$ cat src/rtl/seg7_scan_driver_if.sv
// seg7_scan_driver_if: value/mode capture and display bus for seg7_scan_driver
//  load      capture request for data/mode
//  data      unsigned value to display
//  mode      00 octal, 01 hex, 10 decimal, 11 hex
//  blank_lz  blank leading zero digits, sampled live
//  busy      conversion in progress, load ignored
//  done      one-cycle pulse when new digits take effect
//  ovf       captured value does not fit in DIGITS digits
//  seg       segments, seg[0]=a .. seg[6]=g
//  an        one-hot digit select
interface seg7_scan_driver_if #(
   parameter int DATA_W = 8,
   parameter int DIGITS = 3
);
   logic              load;
   logic [DATA_W-1:0] data;
   logic [1:0]        mode;
   logic              blank_lz;
   logic              busy;
   logic              done;
   logic              ovf;
   logic [6:0]        seg;
   logic [DIGITS-1:0] an;
   modport master (output load, data, mode, blank_lz, input busy, done, ovf, seg, an);
   modport slave  (input load, data, mode, blank_lz, output busy, done, ovf, seg, an);
endinterface

$ cat src/rtl/seg7_scan_driver.sv
// seg7_scan_driver: multi-digit 7-segment scan driver with octal/hex/decimal rendering
//  clk   system clock, rising edge
//  rst   synchronous reset, active-high
//  bus   seg7_scan_driver_if slave: load/data/mode/blank_lz in, busy/done/ovf/seg/an out
module seg7_scan_driver #(
   parameter int DATA_W      = 8,
   parameter int DIGITS      = 3,
   parameter int SCAN_DIV    = 50000,
   parameter int SEG_ACT_LOW = 1,
   parameter int AN_ACT_LOW  = 1
) (
   input logic               clk,
   input logic               rst,
   seg7_scan_driver_if.slave bus
);
   // ceil(DATA_W/3) digits always cover both the octal and the decimal rendering
   localparam int BCD_N = (DATA_W + 2) / 3;
   localparam int ND    = BCD_N > DIGITS ? BCD_N : DIGITS;
   localparam int CW    = $clog2(DATA_W + 1);
   localparam int PW    = $clog2(SCAN_DIV + 1);
   localparam int IW    = $clog2(DIGITS + 1);
   localparam logic [6:0]        SINV = SEG_ACT_LOW != 0 ? 7'h7F : 7'h00;
   localparam logic [DIGITS-1:0] AINV = AN_ACT_LOW != 0 ? '1 : '0;
   localparam logic [6:0]        DASH = 7'h40;
   localparam logic [15:0][6:0]  GLYPH = {7'h71, 7'h79, 7'h5E, 7'h39, 7'h7C, 7'h77, 7'h6F, 7'h7F,
                                          7'h07, 7'h7D, 7'h6D, 7'h66, 7'h4F, 7'h5B, 7'h06, 7'h3F};
   typedef enum logic [1:0] {S_IDLE, S_ONE, S_DEC} state_t;
   state_t              state, nxt;
   logic                accept, commit, octf;
   logic [DATA_W-1:0]   sh;
   logic [4*BCD_N-1:0]  bcd, adj, nxt_bcd;
   logic [CW-1:0]       cnt;
   logic [3*ND-1:0]     op;
   logic [4*ND-1:0]     res;
   logic [4*DIGITS-1:0] digits, up;
   logic                ovf_r, done_r, blank;
   logic [PW-1:0]       pre;
   logic [IW-1:0]       idx;
   logic [6:0]          seg_r, glyph;
   logic [DIGITS-1:0]   an_r;
   assign accept = bus.load && state == S_IDLE;
   always_ff @(posedge clk) state <= rst ? S_IDLE : nxt;
   always_comb begin
      nxt    = state;
      commit = 1'b0;
      if (accept) nxt = bus.mode == 2'b10 ? S_DEC : S_ONE;
      if (state == S_ONE || (state == S_DEC && cnt == CW'(DATA_W - 1))) begin
         nxt    = S_IDLE;
         commit = 1'b1;
      end
   end
   // one double-dabble step; the last step's result is committed directly
   always_comb begin
      adj = bcd;
      for (int j = 0; j < BCD_N; j++)
         adj[4*j +: 4] = bcd[4*j +: 4] >= 4'd5 ? bcd[4*j +: 4] + 4'd3 : bcd[4*j +: 4];
      nxt_bcd = {adj[4*BCD_N-2:0], sh[DATA_W-1]};
      op = '0;
      op[DATA_W-1:0] = sh;
      res = '0;
      if (state == S_DEC) res[4*BCD_N-1:0] = nxt_bcd;
      else if (octf) for (int j = 0; j < ND; j++) res[4*j +: 4] = {1'b0, op[3*j +: 3]};
      else res[DATA_W-1:0] = sh;
   end
   always_ff @(posedge clk) begin
      if (rst) begin
         sh     <= '0;
         bcd    <= '0;
         cnt    <= '0;
         octf   <= 1'b0;
         digits <= '0;
         ovf_r  <= 1'b0;
         done_r <= 1'b0;
      end else begin
         done_r <= commit;
         if (commit) begin
            digits <= res[4*DIGITS-1:0];
            ovf_r  <= |(res >> (4*DIGITS));
         end
         if (accept) begin
            sh   <= bus.data;
            bcd  <= '0;
            cnt  <= '0;
            octf <= bus.mode == 2'b00;
         end else if (state == S_DEC) begin
            bcd <= nxt_bcd;
            sh  <= sh << 1;
            cnt <= cnt + 1'b1;
         end
      end
   end
   always_ff @(posedge clk) begin
      if (rst) begin
         pre <= '0;
         idx <= '0;
      end else begin
         pre <= pre == PW'(SCAN_DIV - 1) ? '0 : pre + 1'b1;
         if (pre == PW'(SCAN_DIV - 1)) idx <= idx == IW'(DIGITS - 1) ? '0 : idx + 1'b1;
      end
   end
   // up holds digits idx..DIGITS-1, so up==0 means the selected digit is a leading zero
   assign up    = digits >> {idx, 2'b00};
   assign glyph = ovf_r ? DASH : GLYPH[up[3:0]];
   assign blank = bus.blank_lz && idx != '0 && up == '0 && !ovf_r;
   always_ff @(posedge clk) begin
      if (rst) begin
         seg_r <= SINV;
         an_r  <= AINV;
      end else begin
         seg_r <= (blank ? 7'h00 : glyph) ^ SINV;
         an_r  <= (DIGITS'(1) << idx) ^ AINV;
      end
   end
   assign bus.busy = state != S_IDLE;
   assign bus.done = done_r;
   assign bus.ovf  = ovf_r;
   assign bus.seg  = seg_r;
   assign bus.an   = an_r;
endmodule

$ cat src/flat_wrapper.sv
// flat-port wrapper written by rule: the top's interface ports become plain ports
module seg7_scan_driver_flat 
#(
   parameter int DATA_W      = 8,
   parameter int DIGITS      = 3,
   parameter int SCAN_DIV    = 50000,
   parameter int SEG_ACT_LOW = 1,
   parameter int AN_ACT_LOW  = 1
)
  (clk, rst, bus_load, bus_data, bus_mode, bus_blank_lz, bus_busy, bus_done, bus_ovf, bus_seg, bus_an);
  seg7_scan_driver_if #(.DATA_W(DATA_W), .DIGITS(DIGITS)) bus_i ();
  input logic clk;
  input logic rst;
  input wire logic [$bits(bus_i.load)-1:0] bus_load;
  input wire logic [$bits(bus_i.data)-1:0] bus_data;
  input wire logic [$bits(bus_i.mode)-1:0] bus_mode;
  input wire logic [$bits(bus_i.blank_lz)-1:0] bus_blank_lz;
  output wire logic [$bits(bus_i.busy)-1:0] bus_busy;
  output wire logic [$bits(bus_i.done)-1:0] bus_done;
  output wire logic [$bits(bus_i.ovf)-1:0] bus_ovf;
  output wire logic [$bits(bus_i.seg)-1:0] bus_seg;
  output wire logic [$bits(bus_i.an)-1:0] bus_an;
  assign bus_i.load = bus_load;
  assign bus_i.data = bus_data;
  assign bus_i.mode = bus_mode;
  assign bus_i.blank_lz = bus_blank_lz;
  assign bus_busy = bus_i.busy;
  assign bus_done = bus_i.done;
  assign bus_ovf = bus_i.ovf;
  assign bus_seg = bus_i.seg;
  assign bus_an = bus_i.an;
  seg7_scan_driver #(.DATA_W(DATA_W), .DIGITS(DIGITS), .SCAN_DIV(SCAN_DIV), .SEG_ACT_LOW(SEG_ACT_LOW), .AN_ACT_LOW(AN_ACT_LOW)) u_core (.clk(clk), .rst(rst), .bus(bus_i));
endmodule
$ cat config.mk
export PLATFORM = sky130hd
export DESIGN_NAME = seg7_scan_driver_flat
export DESIGN_NICKNAME = d
export VERILOG_FILES = /design/src/rtl/seg7_scan_driver_if.sv /design/src/rtl/seg7_scan_driver.sv /design/src/flat_wrapper.sv
export SDC_FILE = /design/constraint.sdc
export NUM_CORES = 1
export LEC_CHECK = 0
export CORE_UTILIZATION = 52
export CTS_CLUSTER_DIAMETER = 100
export DETAILED_ROUTE_END_ITERATION = 7
export PLACE_DENSITY = 0.76
export SKIP_CTS_REPAIR_TIMING = 1
export SYNTH_ARGS = -nofsm -noshare
export SYNTH_HDL_FRONTEND = slang
export SYNTH_SLANG_ARGS = --single-unit
$ cat constraint.sdc
create_clock -name clk -period 2 [get_ports clk]
set_input_delay 0.2 -clock clk [delete_from_list [all_inputs] [get_ports clk]]
set_output_delay 0.2 -clock clk [all_outputs]
set_load 0.005 [all_outputs]
==> reports/results.tsv <==
metric	value	unit
status	complete, no violations	
ios	27	
final_util	64.0	%
final.setup.tns	0	ns
fin_nets	431	
synth_adder_area_share	5.46	%
syn_inst	371	
wl_met3	199	um
area_growth	18.1	%
setup_ws	0.140	ns
met2_wirelength	2880	um
max_stage_delay	0.55	ns
detail-route-antenna-nets	0	
gp_congestion	0.945	
synthXorXnorAreaFrac	5.74	%
rows	28	
die-area	6490	um2
cts_root_buf	clkbuf_8	
drive_gt1_share	9.58	%
timing.final.crit_period	1.86	ns
die_h	80.5	um
finalSetupViolations	0	
highest_layer	met4	
fill_cells	494	
grt_pass1_wl	11100	um
synth_mux_area_share	3.16	%
layout_common_cells	67 x dfxtp_1, 42 x nand2_1, 40 x nor2_1	
dp_slack	-0.0304	ns
drt_iter0_drc	147	
wl_per_cell	12.9	um
antenna_found_initial	0	
yosysWarnings	0	
coreArea	5920	um2
worst_setup_path_end_kind	flip-flop	
drt-pass1-iter-count	5	
wl_met1	2990	um
ys_async_sr_fraction	0	%
startpoint_type	flip-flop	
grt_use_total	22.0	%
instances_no_fill	482	
p_leak	1.41	nW
ys_types	49	
path_cells	or4b_1 -> nor4_2 -> nand2_1 -> or3_1 -> a21oi_2	
worstPathMaxFanout	4	
htreeDepth	3	
worstSetupPathType	flip-flop to flip-flop	
powerDensity	735	nW/um2
synthFlopType	dfxtp_1	
insertedDiodeCount	0	
syn_avg_cell_area	8.64	um2
synthSimpleGateAreaFrac	19.7	%
register_area	1360	um2
cts_buffers	9	
grt_pass1_vias	2524	
fin_skew	0.00939	ns
dpl.hpwl	4520	um
hold_viol	0	
finalCritPeriodShare	93.0	%
synth_top_family_by_area	simple AND/OR/NAND/NOR gates	
tightest_slew	0.497	ns
avgViaCountPerCell	5.45	
maxCapViolCount	0	
crit_arrival	2.13	ns
synth_compound_area_share	19.1	%
dp.cells	467	
ys_seq_area_share	42.5	%
critPathRequiredTime	2.27	ns
hp-class	input pin to flip-flop	
rsz0062_at_grt	false	
via_count	2628	
cpMaxStageDelayCell	or4b_1	
cts.reportedPaths.clkPinSlew	0.07	ns
cts.sinks	68	
synth_edf_count	0	
drc	0	
layout_commonest_cell	dfxtp_1	
grt_overflow	0	
cts_tree	done	
initial_core_util	54.2	%
drt_wl_total	6230	um
syn_nets	399	
ir_worst_vdd	0.000463	V
fmax	538	MHz
clock_latency	0.33	ns
multi_input_area	1720	um2
die_x	80.5	um
grt_start_max_net_pins	24	
final_max_slew_viol_count	0	
io_buffer_count	25	
maxSlewHeadroom	66.6	%
ys_ff_latch	68	
r2r_slack	0.14	ns
synth_area	3210	um2
cts.path.max_buffers	2	
-- through the flow --
stage	power [mW]	hold WS, ns	instance area (um2)
floorplan	1.62	0.336	3210
global placement	1.72	0.444	3590
detailed placement	1.72	0.464	3590
CTS	2.80	0.429	3770
global route	2.90	0.474	3790
finish	2.78	0.432	3790
-- registers in the layout, summed over array words and instances (netlist names) --
| name | cells |
|---|---|
| u_core.pre | 16 |
| u_core.bcd | 12 |
| u_core.digits | 12 |
| u_core.sh | 8 |
| u_core.bus.seg | 7 |
| u_core.cnt | 4 |
| u_core.bus.an | 3 |
| u_core.idx | 2 |
| u_core.state | 2 |
| u_core.bus.done | 1 |
| u_core.octf | 1 |
-- final cells by class --
cell class,instances,share of cell area [%]
Clock buffer,13,3.93
Clock inverter,2,0.925
Inverter,14,1.39
Multi-Input combinational cell,269,45.5
Sequential cell,68,36.0
Tap cell,75,2.48
Timing Repair Buffer,41,9.78
-- cells in the mapped netlist, drive strengths merged (2+ instances only) --
library cell	count	area [um2]
xor2	11	96.3
nor2	40	150
inv	14	52.6
nand2	42	158
ha	14	175
dfxtp	68	1360
o221ai	2	17.5
nand3	11	55.1
nand3b	2	15.0
mux2i	9	90.1
a211oi	8	60.1
o21ai	11	55.1
o2bb2ai	6	65.1
clkbuf	15	56.3
a22o	7	61.3
or3	5	31.3
nor4	3	25.0
a21boi	2	15.0
a2bb2oi	3	26.3
nand2b	9	56.3
nor3	4	20.0
nor2b	4	25.0
o211ai	3	22.5
buf	5	30.0
nand4	3	18.8
a22oi	5	37.5
and3	2	12.5
a21o	3	22.5
nor3b	4	30.0
o21a	2	15.0
xnor2	10	87.6
a21oi	33	169
-- kinds of logic (layout without fill, tap and decap cells) --
| group | count (synthesis) | count (layout) |
|---|---|---|
| AO/OA/AOI/OAI | 90 | 90 |
| multiplexers | 10 | 10 |
| buffers and inverters | 34 | 70 |
| flip-flops | 68 | 68 |
| AND/OR/NAND/NOR | 133 | 133 |
| other | 1 | 1 |
| adder cells (fa/ha/maj) | 14 | 14 |
| XOR/XNOR | 21 | 21 |
-- routing by layer --
| metal | vias to the layer above | GRT usage [%] |
|---|---|---|
| met5 | - | 0 |
| met4 | 0 | 10.7 |
| li1 | 1354 | - |
| met1 | 1202 | 28.1 |
| met2 | 55 | 35.6 |
| met3 | 17 | 3.86 |
-- path summary, 6_finish.rpt --
kind                       from       endpoint  depth (start not counted)
setup reg to reg  u_core.pre[7]  u_core.idx[0]                          5
hold / removal      bus_data[0]   u_core.sh[0]                          3
hold reg to reg   u_core.pre[0]  u_core.pre[0]                          1
setup / recovery  u_core.pre[7]  u_core.idx[0]                          5
-- worst max-delay path: cells and delay by family, from the launching register on --
family           cells  cell delay, ns
AO/OA/AOI/OAI        1            0.13
flip-flops           1            0.33
AND/OR/NAND/NOR      4            1.33
-- report_power, final --
part | leakage [nW] | switching (mW) | total, mW | internal, mW
Combinational | 0.758 | 0.141 | 0.267 | 0.126
Clock | 0.0935 | 0.484 | 1.09 | 0.603
Sequential | 0.554 | 0.0325 | 1.43 | 1.40
Total | 1.41 | 0.657 | 2.78 | 2.13
(Power assumes the default switching activity.)
